[src/rtl/multicycle_ctrl.sv]
// multicycle_ctrl: RV32I multi-cycle control FSM.
// Steps a shared datapath through FETCH -> DECODE -> EXEC -> [MEM] -> [WB].
// It drives every datapath enable and mux select, and handshakes with a
// single unified memory port. A memory request that waits too long, an
// illegal opcode, or a SYSTEM instruction parks the FSM in HALT. Only reset
// leaves HALT.
//
// Ports:
//   clk           rising-edge clock
//   rst           synchronous active-low reset
//   instr[31:0]   IR contents, valid from DECODE onward
//   mem_ready     memory completes the current request this cycle
//   branch_taken  branch comparator result, valid in EXEC
//   mem_req / mem_we / mem_is_fetch   memory request, store flag, fetch flag
//   ir_we, pc_we, rf_we               datapath write enables
//   pc_sel[1:0]   00 pc+4, 01 pc+imm, 10 alu_result & ~1
//   wb_sel[1:0]   00 ALU, 01 memory data, 10 pc+4
//   alu_a_sel[1:0]  00 rs1, 01 PC, 10 zero
//   alu_b_sel     0 rs2, 1 imm
//   alu_op[1:0]   00 add, 01 decode funct3/funct7, 10 compare
//   retire        one-cycle pulse per completed instruction
//   halt / illegal / bus_err   sticky status flags, registered
module multicycle_ctrl #(
  parameter int unsigned TIMEOUT = 16
) (
  input  logic        clk,
  input  logic        rst,
  input  logic [31:0] instr,
  input  logic        mem_ready,
  input  logic        branch_taken,
  output logic        mem_req,
  output logic        mem_we,
  output logic        mem_is_fetch,
  output logic        ir_we,
  output logic        pc_we,
  output logic [1:0]  pc_sel,
  output logic        rf_we,
  output logic [1:0]  wb_sel,
  output logic [1:0]  alu_a_sel,
  output logic        alu_b_sel,
  output logic [1:0]  alu_op,
  output logic        retire,
  output logic        halt,
  output logic        illegal,
  output logic        bus_err
);

  typedef enum logic [2:0] {
    S_FETCH,
    S_DECODE,
    S_EXEC,
    S_MEM,
    S_WB,
    S_HALT
  } state_e;

  localparam logic [4:0] OP_R      = 5'b01100;
  localparam logic [4:0] OP_IARITH = 5'b00100;
  localparam logic [4:0] OP_LOAD   = 5'b00000;
  localparam logic [4:0] OP_STORE  = 5'b01000;
  localparam logic [4:0] OP_BRANCH = 5'b11000;
  localparam logic [4:0] OP_JAL    = 5'b11011;
  localparam logic [4:0] OP_JALR   = 5'b11001;
  localparam logic [4:0] OP_LUI    = 5'b01101;
  localparam logic [4:0] OP_AUIPC  = 5'b00101;
  localparam logic [4:0] OP_SYSTEM = 5'b11100;

  localparam int unsigned CW = $clog2(TIMEOUT);
  localparam logic [CW-1:0] CNT_LAST = CW'(TIMEOUT - 1);

  state_e          state_q, state_d;
  logic [CW-1:0]   cnt_q, cnt_d;
  logic            halt_q, illegal_q, bus_err_q;
  logic            set_illegal, set_bus_err;
  logic [4:0]      op;
  logic            legal;
  logic            unused_instr;

  assign op           = instr[6:2];
  assign unused_instr = ^instr[31:7];

  always_comb begin
    legal = 1'b0;
    if (instr[1:0] == 2'b11) begin
      case (op)
        OP_R, OP_IARITH, OP_LOAD, OP_STORE, OP_BRANCH,
        OP_JAL, OP_JALR, OP_LUI, OP_AUIPC, OP_SYSTEM: legal = 1'b1;
        default:                                      legal = 1'b0;
      endcase
    end
  end

  always_comb begin
    state_d      = state_q;
    cnt_d        = cnt_q;
    set_illegal  = 1'b0;
    set_bus_err  = 1'b0;
    mem_req      = 1'b0;
    mem_we       = 1'b0;
    mem_is_fetch = 1'b0;
    ir_we        = 1'b0;
    pc_we        = 1'b0;
    pc_sel       = 2'b00;
    rf_we        = 1'b0;
    wb_sel       = 2'b00;
    alu_a_sel    = 2'b00;
    alu_b_sel    = 1'b0;
    alu_op       = 2'b00;
    retire       = 1'b0;

    // ALU selects are decoded the same way in EXEC, MEM and WB. This keeps
    // the memory address and the writeback result stable past EXEC.
    if (state_q == S_EXEC || state_q == S_MEM || state_q == S_WB) begin
      case (op)
        OP_R:      begin alu_a_sel = 2'b00; alu_b_sel = 1'b0; alu_op = 2'b01; end
        OP_IARITH: begin alu_a_sel = 2'b00; alu_b_sel = 1'b1; alu_op = 2'b01; end
        OP_LOAD, OP_STORE, OP_JALR:
                   begin alu_a_sel = 2'b00; alu_b_sel = 1'b1; alu_op = 2'b00; end
        OP_LUI:    begin alu_a_sel = 2'b10; alu_b_sel = 1'b1; alu_op = 2'b00; end
        OP_AUIPC:  begin alu_a_sel = 2'b01; alu_b_sel = 1'b1; alu_op = 2'b00; end
        OP_BRANCH: begin alu_a_sel = 2'b00; alu_b_sel = 1'b0; alu_op = 2'b10; end
        default:   begin alu_a_sel = 2'b00; alu_b_sel = 1'b0; alu_op = 2'b00; end
      endcase
    end

    case (state_q)
      S_FETCH: begin
        mem_req      = 1'b1;
        mem_is_fetch = 1'b1;
        if (mem_ready) begin
          ir_we   = 1'b1;
          state_d = S_DECODE;
        end else if (cnt_q == CNT_LAST) begin
          state_d     = S_HALT;
          set_bus_err = 1'b1;
        end else begin
          cnt_d = cnt_q + 1'b1;
        end
      end
      S_DECODE: begin
        if (!legal) begin
          state_d     = S_HALT;
          set_illegal = 1'b1;
        end else if (op == OP_SYSTEM) begin
          state_d = S_HALT;
        end else begin
          state_d = S_EXEC;
        end
      end
      S_EXEC: begin
        if (op == OP_BRANCH) begin
          pc_we   = 1'b1;
          pc_sel  = branch_taken ? 2'b01 : 2'b00;
          retire  = 1'b1;
          state_d = S_FETCH;
        end else if (op == OP_LOAD || op == OP_STORE) begin
          state_d = S_MEM;
        end else begin
          state_d = S_WB;
        end
      end
      S_MEM: begin
        mem_req = 1'b1;
        mem_we  = (op == OP_STORE);
        if (mem_ready) begin
          if (op == OP_STORE) begin
            pc_we   = 1'b1;
            retire  = 1'b1;
            state_d = S_FETCH;
          end else begin
            state_d = S_WB;
          end
        end else if (cnt_q == CNT_LAST) begin
          state_d     = S_HALT;
          set_bus_err = 1'b1;
        end else begin
          cnt_d = cnt_q + 1'b1;
        end
      end
      S_WB: begin
        rf_we   = 1'b1;
        pc_we   = 1'b1;
        retire  = 1'b1;
        state_d = S_FETCH;
        if (op == OP_LOAD)                      wb_sel = 2'b01;
        else if (op == OP_JAL || op == OP_JALR) wb_sel = 2'b10;
        if (op == OP_JAL)       pc_sel = 2'b01;
        else if (op == OP_JALR) pc_sel = 2'b10;
      end
      default: begin
        state_d = S_HALT;
      end
    endcase

    if (state_d != state_q) cnt_d = '0;

    // The reset cycle must present a quiet datapath. The FSM itself is
    // restored by the register block.
    if (!rst) begin
      mem_req      = 1'b0;
      mem_we       = 1'b0;
      mem_is_fetch = 1'b0;
      ir_we        = 1'b0;
      pc_we        = 1'b0;
      pc_sel       = 2'b00;
      rf_we        = 1'b0;
      wb_sel       = 2'b00;
      alu_a_sel    = 2'b00;
      alu_b_sel    = 1'b0;
      alu_op       = 2'b00;
      retire       = 1'b0;
    end
  end

  always_ff @(posedge clk) begin
    if (!rst) begin
      state_q   <= S_FETCH;
      cnt_q     <= '0;
      halt_q    <= 1'b0;
      illegal_q <= 1'b0;
      bus_err_q <= 1'b0;
    end else begin
      state_q   <= state_d;
      cnt_q     <= cnt_d;
      halt_q    <= halt_q | (state_d == S_HALT);
      illegal_q <= illegal_q | set_illegal;
      bus_err_q <= bus_err_q | set_bus_err;
    end
  end

  assign halt    = halt_q;
  assign illegal = illegal_q;
  assign bus_err = bus_err_q;

endmodule

[config.mk]
export PLATFORM = sky130hd
export DESIGN_NAME = multicycle_ctrl
export DESIGN_NICKNAME = d
export VERILOG_FILES = /design/src/rtl/multicycle_ctrl.sv
export SDC_FILE = /design/constraint.sdc
export NUM_CORES = 1
export LEC_CHECK = 0
export CAP_MARGIN = 25
export CELL_PAD_IN_SITES_DETAIL_PLACEMENT = 0
export CELL_PAD_IN_SITES_GLOBAL_PLACEMENT = 1
export CORE_UTILIZATION = 27
export CTS_BUF_LIST = sky130_fd_sc_hd__clkbuf_4 sky130_fd_sc_hd__clkbuf_8
export CTS_CLUSTER_SIZE = 16
export DETAILED_ROUTE_END_ITERATION = 16
export MAX_ROUTING_LAYER = met4
export PLACE_DENSITY_LB_ADDON = 0.1
export SETUP_SLACK_MARGIN = 0.05
export SLEW_MARGIN = 40
export SYNTH_ARGS = -nofsm -noshare
export SYNTH_HDL_FRONTEND = slang
export SYNTH_SLANG_ARGS = --single-unit
[constraint.sdc]
create_clock -name clk -period 2.3 [get_ports clk]
set_input_delay 0.345 -clock clk [delete_from_list [all_inputs] [get_ports clk]]
set_output_delay 0.345 -clock clk [all_outputs]
set_load 0.05 [all_outputs]
Word level (Yosys, flattened, before mapping)
Memories as Yosys holds them, arrays and structs flattened.
Index checks and enable logic that the tools add are counted.
{"block": "totals", "memories": 2, "out_inout_bits": 19, "rom_bits": 192, "in_bits": 36, "register_bits": 10, "wordCells": 83}
{"block": "op_classes", "addsub": 1, "n_bitwise": 6, "reduce_logical": 9, "mux": 47, "eq_ne": 13}
{"memory": "(name not given)", "words": 32, "width": 5, "read_ports": 1, "rd_ports_with_merged_regs": 0, "write_ports": 0, "line_no": "114", "source": "case (op)"}
{"memory": "(name not given)", "words": 32, "width": 1, "read_ports": 1, "rd_ports_with_merged_regs": 0, "write_ports": 0, "line_no": "85", "source": "case (op)"}
{"cell": "1-bit 2-to-1 mux", "n": 25}
{"cell": "3-bit 2-to-1 mux", "n": 8}
{"cell": "2-bit 2-to-1 mux", "n": 11}
{"cell": "5-bit == test (second input constant)", "n": 4}
{"cell": "3-bit case mux with 5 select lines", "n": 1}
{"cell": "3-bit by 2-bit == test with 1-bit output (second input constant)", "n": 2}
{"cell": "3-bit == test (second input constant)", "n": 2}
{"cell": "5-bit by 4-bit == test with 1-bit output (second input constant)", "n": 1}
{"cell": "5-bit logical NOT", "n": 1}
{"cell": "4-bit by 1-bit adder with 4-bit output (second input constant)", "n": 1}
{"cell": "4-bit == test (second input constant)", "n": 1}
{"cell": "1-bit logical OR", "n": 4}
{"cell": "2-bit case mux with 2 select lines", "n": 1}
{"cell": "2-bit OR reduction", "n": 2}
{"cell": "3-bit by 1-bit == test with 1-bit output (second input constant)", "n": 1}
{"cell": "3-bit logical NOT", "n": 1}
{"cell": "3-bit inequality test", "n": 1}
{"cell": "1-bit inverter", "n": 3}
{"cell": "1-bit bitwise OR", "n": 3}
{"cell": "1-bit case mux with 3 select lines", "n": 1}
{"cell": "3-bit AND reduction", "n": 1}
{"cell": "2-bit == test (second input constant)", "n": 1}

Longest topological paths before layout
{"block": "depth", "ltp_word": 7, "mapped_depth": 7, "depth_no_buf": 6}

Worst setup path before layout
OpenSTA, ideal clock, no wires.
{"block": "synth_path", "kind": "flip-flop to output port", "startpoint": "register state_q[1]", "endpoint": "output pc_sel[0]", "stages_incl_launch_ff": 6, "t_arrival_ns": 2.525, "slack_ns": -0.570, "n_path_buf": 2, "t_required_ns": 1.955, "cell_sequence": "dfxtp_1 buf_6 buf_2 and4b_2 a31oi_1 nor4b_1"}
{"block": "synth_via", "elab_chain_len": 3, "elab_cells_between_ends": 4, "cone_classes": "eq/ne: 2; mux: 2"}
{"item": "start, declared", "line_no": "71", "source": "state_e state_q, state_d;"}
{"item": "start signal, assigned", "line_no": "223", "source": "state_q <= state_d;"}
{"item": "3-bit == test / 3-bit by 2-bit == test with 1-bit output (equally long branches)", "line_no": "126", "source": "case (state_q)"}
{"item": "2-bit case mux with 2 select lines (*)", "line_no": "126"}
{"item": "2-bit 2-to-1 mux (*)", "line_no": "199", "source": "if (!rst) begin"}
{"item": "end, declared", "line_no": "36", "source": "output logic [1:0] pc_sel,"}
Mark *: on every way between the ends. The rest lies on a longest branch, timed or not.

Worst setup path after layout
{"block": "layout_path", "startpoint": "input rst", "endpoint": "output ir_we"}
{"block": "layout_via", "elab_chain_len": 1}
{"item": "start, declared", "line_no": "27", "source": "input logic rst,"}
{"item": "1-bit 2-to-1 mux", "line_no": "199"}
{"item": "end, declared", "line_no": "34", "source": "output logic ir_we,"}
Every way passes these cells.

==> impl_table.tex <==
\begin{tabular}{lr}
\hline
Metric & Value \\
\hline
\multicolumn{2}{l}{\textbf{Place}} \\
Final weighted congestion of routability-driven global placement & $\sim$0.79 \\
HPWL after detailed placement & slightly below 2 mm \\
Count of input and output buffers & 29 \\
Pre-CTS setup slack & -0.02318 ns \\
Placed Instances & 201 \\
\multicolumn{2}{l}{\textbf{Floorplan}} \\
\# IOs & 55 \\
DIE AREA & 3566 sq um \\
Floorplan Core Area & 3103 sq um \\
Starting utilization of the core area & a little under 30\% \\
Number of rows in the core area & 20 \\
Height of the die & between 50 and 60 um \\
Floorplan die width & about 60 um \\
\multicolumn{2}{l}{\textbf{Worst setup path}} \\
Critical setup path kind & in -> out \\
Required time of the critical path & roughly 2 ns \\
Maximum fanout along the worst path & 11 \\
Standard cell with the maximum stage delay on the critical path & sky130\_fd\_sc\_hd\_\_clkdlybuf4s50\_1 \\
Worst-case register-to-register setup slack & 0.71 ns \\
Crit path DAT & about 1.8 ns \\
Critical Path End Type & output port \\
Slowest cell delay on critical path & 0.49 ns \\
List of cells traversed by the critical path & clkdlybuf4s50\_1 > buf\_4 > nand2b\_1 > nor3\_4 > and2\_1 > buf\_12 \\
Element type at the critical path start & input port \\
\multicolumn{2}{l}{\textbf{Timing}} \\
Endpoints failing setup & 0 \\
Number of hold violations in the final report & 0 \\
RSZ-0062 raised after global routing & true \\
Worst setup skew after layout & between 0.0015 and 0.002 ns \\
Normalized max-slew margin & about two thirds \\
Final period utilization & 93.15\% \\
Worst Slack Setup Final & 0.1575 ns \\
Slew at the pin with the worst max-slew slack & 0.4982 ns \\
Peak Freq & around 0.47 GHz \\
Setup Total Neg Slack & 0 ns \\
Max-slew violation total from the final report & 0 \\
Final critical delay including setup and external delays & about 2.1 ns \\
\multicolumn{2}{l}{\textbf{Pwr}} \\
Power per unit of standard cell area & between 300 and 400 nW/um\^{}2 \\
Fraction of power consumed by sequential logic & between 30 and 40\% \\
VDD IR-drop max & 0.2355 mV \\
Psw & roughly 210 uW \\
Combinational cell fraction of total power & 46.8\% \\
Total internal power & around 370 uW \\
Sum of internal, switching and leakage power & between 500 and 600 uW \\
Clock share of power & between 20\% and 30\% \\
Net switching fraction of the power & $\sim$37\% \\
Leakage & $\sim$0.00061 uW \\
\multicolumn{2}{l}{\textbf{Synthesis}} \\
Total number of yosys warnings & 0 \\
Main flop type after synthesis & sky130\_fd\_sc\_hd\_\_dfxtp\_1 \\
Synth Area in Adders & under 10\% \\
Cell accounting for the most synthesized area & sky130\_fd\_sc\_hd\_\_dfxtp\_1 \\
Async set-or-reset flop fraction in the synthesized netlist & 0\% \\
Fraction of the mapped netlist area in compound gates & roughly 23\% \\
Post-Synth Simple-Gate Area & 38.66\% \\
Xor/xnor cell area share of the yosys netlist & 3.894\% \\
Synthesized Nets & 156 \\
Netlist Area Pre-Place & between 800 and 900 sq um \\
Mux cell area share after synthesis & roughly 1.1\% \\
Portion of the post-synthesis area used by sequential elements & 22.25\% \\
Post-synthesis cell count & roughly 120 \\
Main combinational cell family by area after synthesis & simple AND/OR/NAND/NOR gates \\
Number of synthesized register bits & 10 \\
Number of flops mapped to enable cells by yosys & 0 \\
Area share of the largest cell type after synthesis & 22.25\% \\
Distinct cells, synth & 55 \\
Post-synthesis area per instance & around 7.6 sq um \\
Top area cells in the synthesized netlist & sky130\_fd\_sc\_hd\_\_dfxtp\_1, sky130\_fd\_sc\_hd\_\_nor2\_1, sky130\_fd\_sc\_hd\_\_nand2\_1 \\
\multicolumn{2}{l}{\textbf{Layout}} \\
Post-Route Utilization & approximately 49\% \\
Leading cell type in the layout, fill and taps excluded & sky130\_fd\_sc\_hd\_\_buf\_4 \\
Share of layout cells above drive strength 1 & 35.63\% \\
Post-layout net count & approximately 200 \\
Most frequent cells in the layout & sky130\_fd\_sc\_hd\_\_buf\_4, sky130\_fd\_sc\_hd\_\_buf\_12, sky130\_fd\_sc\_hd\_\_nor2\_1, sky130\_fd\_sc\_hd\_\_nand2\_1, sky130\_fd\_sc\_hd\_\_dfxtp\_1 \\
Post-route insts no fill & about 200 \\
Area growth from synthesis to layout & 70.38\% \\
Count of inserted antenna diode cells & 0 \\
\multicolumn{2}{l}{\textbf{GRT}} \\
Global-route wire length before repair & 4.064 mm \\
Antenna violations before repair & 0 \\
Via count of the first global-routing pass & slightly below 900 \\
Total gr overflow & 0 \\
Maximum number of pins on one net before global-route repair & 16 \\
Global-route total usage across every layer & between 10\% and 20\% \\
\multicolumn{2}{l}{\textbf{Detailed routing}} \\
Total length of routed wires & 2.412 mm \\
Post-route DRC violation count & 0 \\
Detailed Routing Iterations Pass 1 & 4 \\
Vias per inst & 4.789 \\
Overall via count from detail\_route & a little under 1000 \\
Number of antenna-violating nets in the routed design & 0 \\
Number of DRC violations after detailed-routing iteration 0 & 21 \\
Per-cell routed wire length & about 12 um \\
\multicolumn{2}{l}{\textbf{Clocking}} \\
\# hold bufs at CTS & 0 \\
Clock-pin slew on the worst setup and hold paths & 0.06 ns \\
Buffer cell driving the clock tree root & sky130\_fd\_sc\_hd\_\_clkbuf\_4 \\
Clock sink count & 10 \\
Max clock buf depth & 2 \\
Number of H-tree branching levels & 1 \\
Skew-Pair Late Insertion Delay & about 0.26 ns \\
Clock buffers created by TritonCTS & 3 \\
Clock tree from TritonCTS & built \\
\multicolumn{2}{l}{\textbf{Worst hold path}} \\
Worst hold path class & reg -> reg \\
\multicolumn{2}{l}{\textbf{Flow run}} \\
MaxCap Viol Count & 0 \\
\multicolumn{2}{l}{\textbf{Outcome}} \\
Result of the run & complete, no violations \\
\hline
\end{tabular}
==> what timing repair did <==
item | 4_1_cts | 5_1_grt
cloned | 0 | 0
gates resized for setup | 4 | 1
endpoints found under the setup margin | 5 | 1
buffers inserted | 0 | 0
==> state kept, by name (all words and copies together) (netlist names) <==
signal and cells:
bus_err 1, cnt_q 4, halt 1, illegal 1
state_q 3
==> layer usage <==
layer / GRT usage [%] / wire (um) / part of all wire (%)
met2: 25.08 / 1165 / 48
met1: 19.66 / 1124 / 47
met5: - / 0 / 0
met3: 1.515 / 105 / 4.4
met4: 5.980 / 17 / 0.70
==> worst paths after layout <==
check                        start               endpoint  cells after the start
max                            rst                  ir_we                      6
max reg2reg  cnt_q[0]$_SDFFE_PP0P_  cnt_q[3]$_SDFFE_PP0P_                      6
min reg2reg        halt$_SDFF_PN0_        halt$_SDFF_PN0_                      2
min                halt$_SDFF_PN0_        halt$_SDFF_PN0_                      2
==> Yosys cell counts, drive strengths merged, types with 2 or more instances <==
cell and n:
nand2 11, nor3 4, o21ai 8, and2b 2, nand3 3, inv 4
dfxtp 10, nor4 2, o31ai 2, nand2b 2, clkbuf 2, nor2 15
nor2b 5, a21oi 5, xor2 3, and3 3, and2 2, nor3b 2
buf 8, a211oi 2, a31oi 2
==> power by group through the flow <==
stage               Sequential, uW  Clock (uW)  Combinational [uW]
detailed placement             196           0                 274
global route                   193         136                 291
CTS                            192         126                 272
floorplan                      212           0                 146
global placement               195           0                 273
finish                         191         117                 271
==> worst max-delay path, delay by kind of cell <==
kind | cells | cell delay (ns)
buf+inv | 3 | 0.82
simple gates | 3 | 0.62
==> layout make-up <==
| class | instances | area [sq um] |
|---|---|---|
| tap | 44 | 55.05 |
| clock buffer | 3 | 22.52 |
| fill | 333 | 1570 |
| inverter | 4 | 15.01 |
| timing repair buffer | 48 | 588.1 |
| multi-input combinational | 95 | 651.9 |
| sequential | 10 | 200.2 |
==> metrics by stage <==
stage                     instance area (sq um)  hold WS (ns)
after floorplan                           932.1        0.4470
after global routing                       1533        0.4818
after detailed placement                   1510        0.4525
final                                      1533        0.4592
after global placement                     1510        0.4425
after CTS                                  1528        0.4644
==> logic make-up (layout without fill, tap and decap cells) <==
logic type / Yosys count / after routing
adders and majority gates: 1 / 1
muxes: 1 / 1
xor gates and xnor gates: 4 / 4
buffers and inverters: 14 / 55
AOI/OAI and AO/OA: 30 / 30
and+or+nand+nor: 59 / 59
DFF: 10 / 10
(Power assumes the default switching activity.)
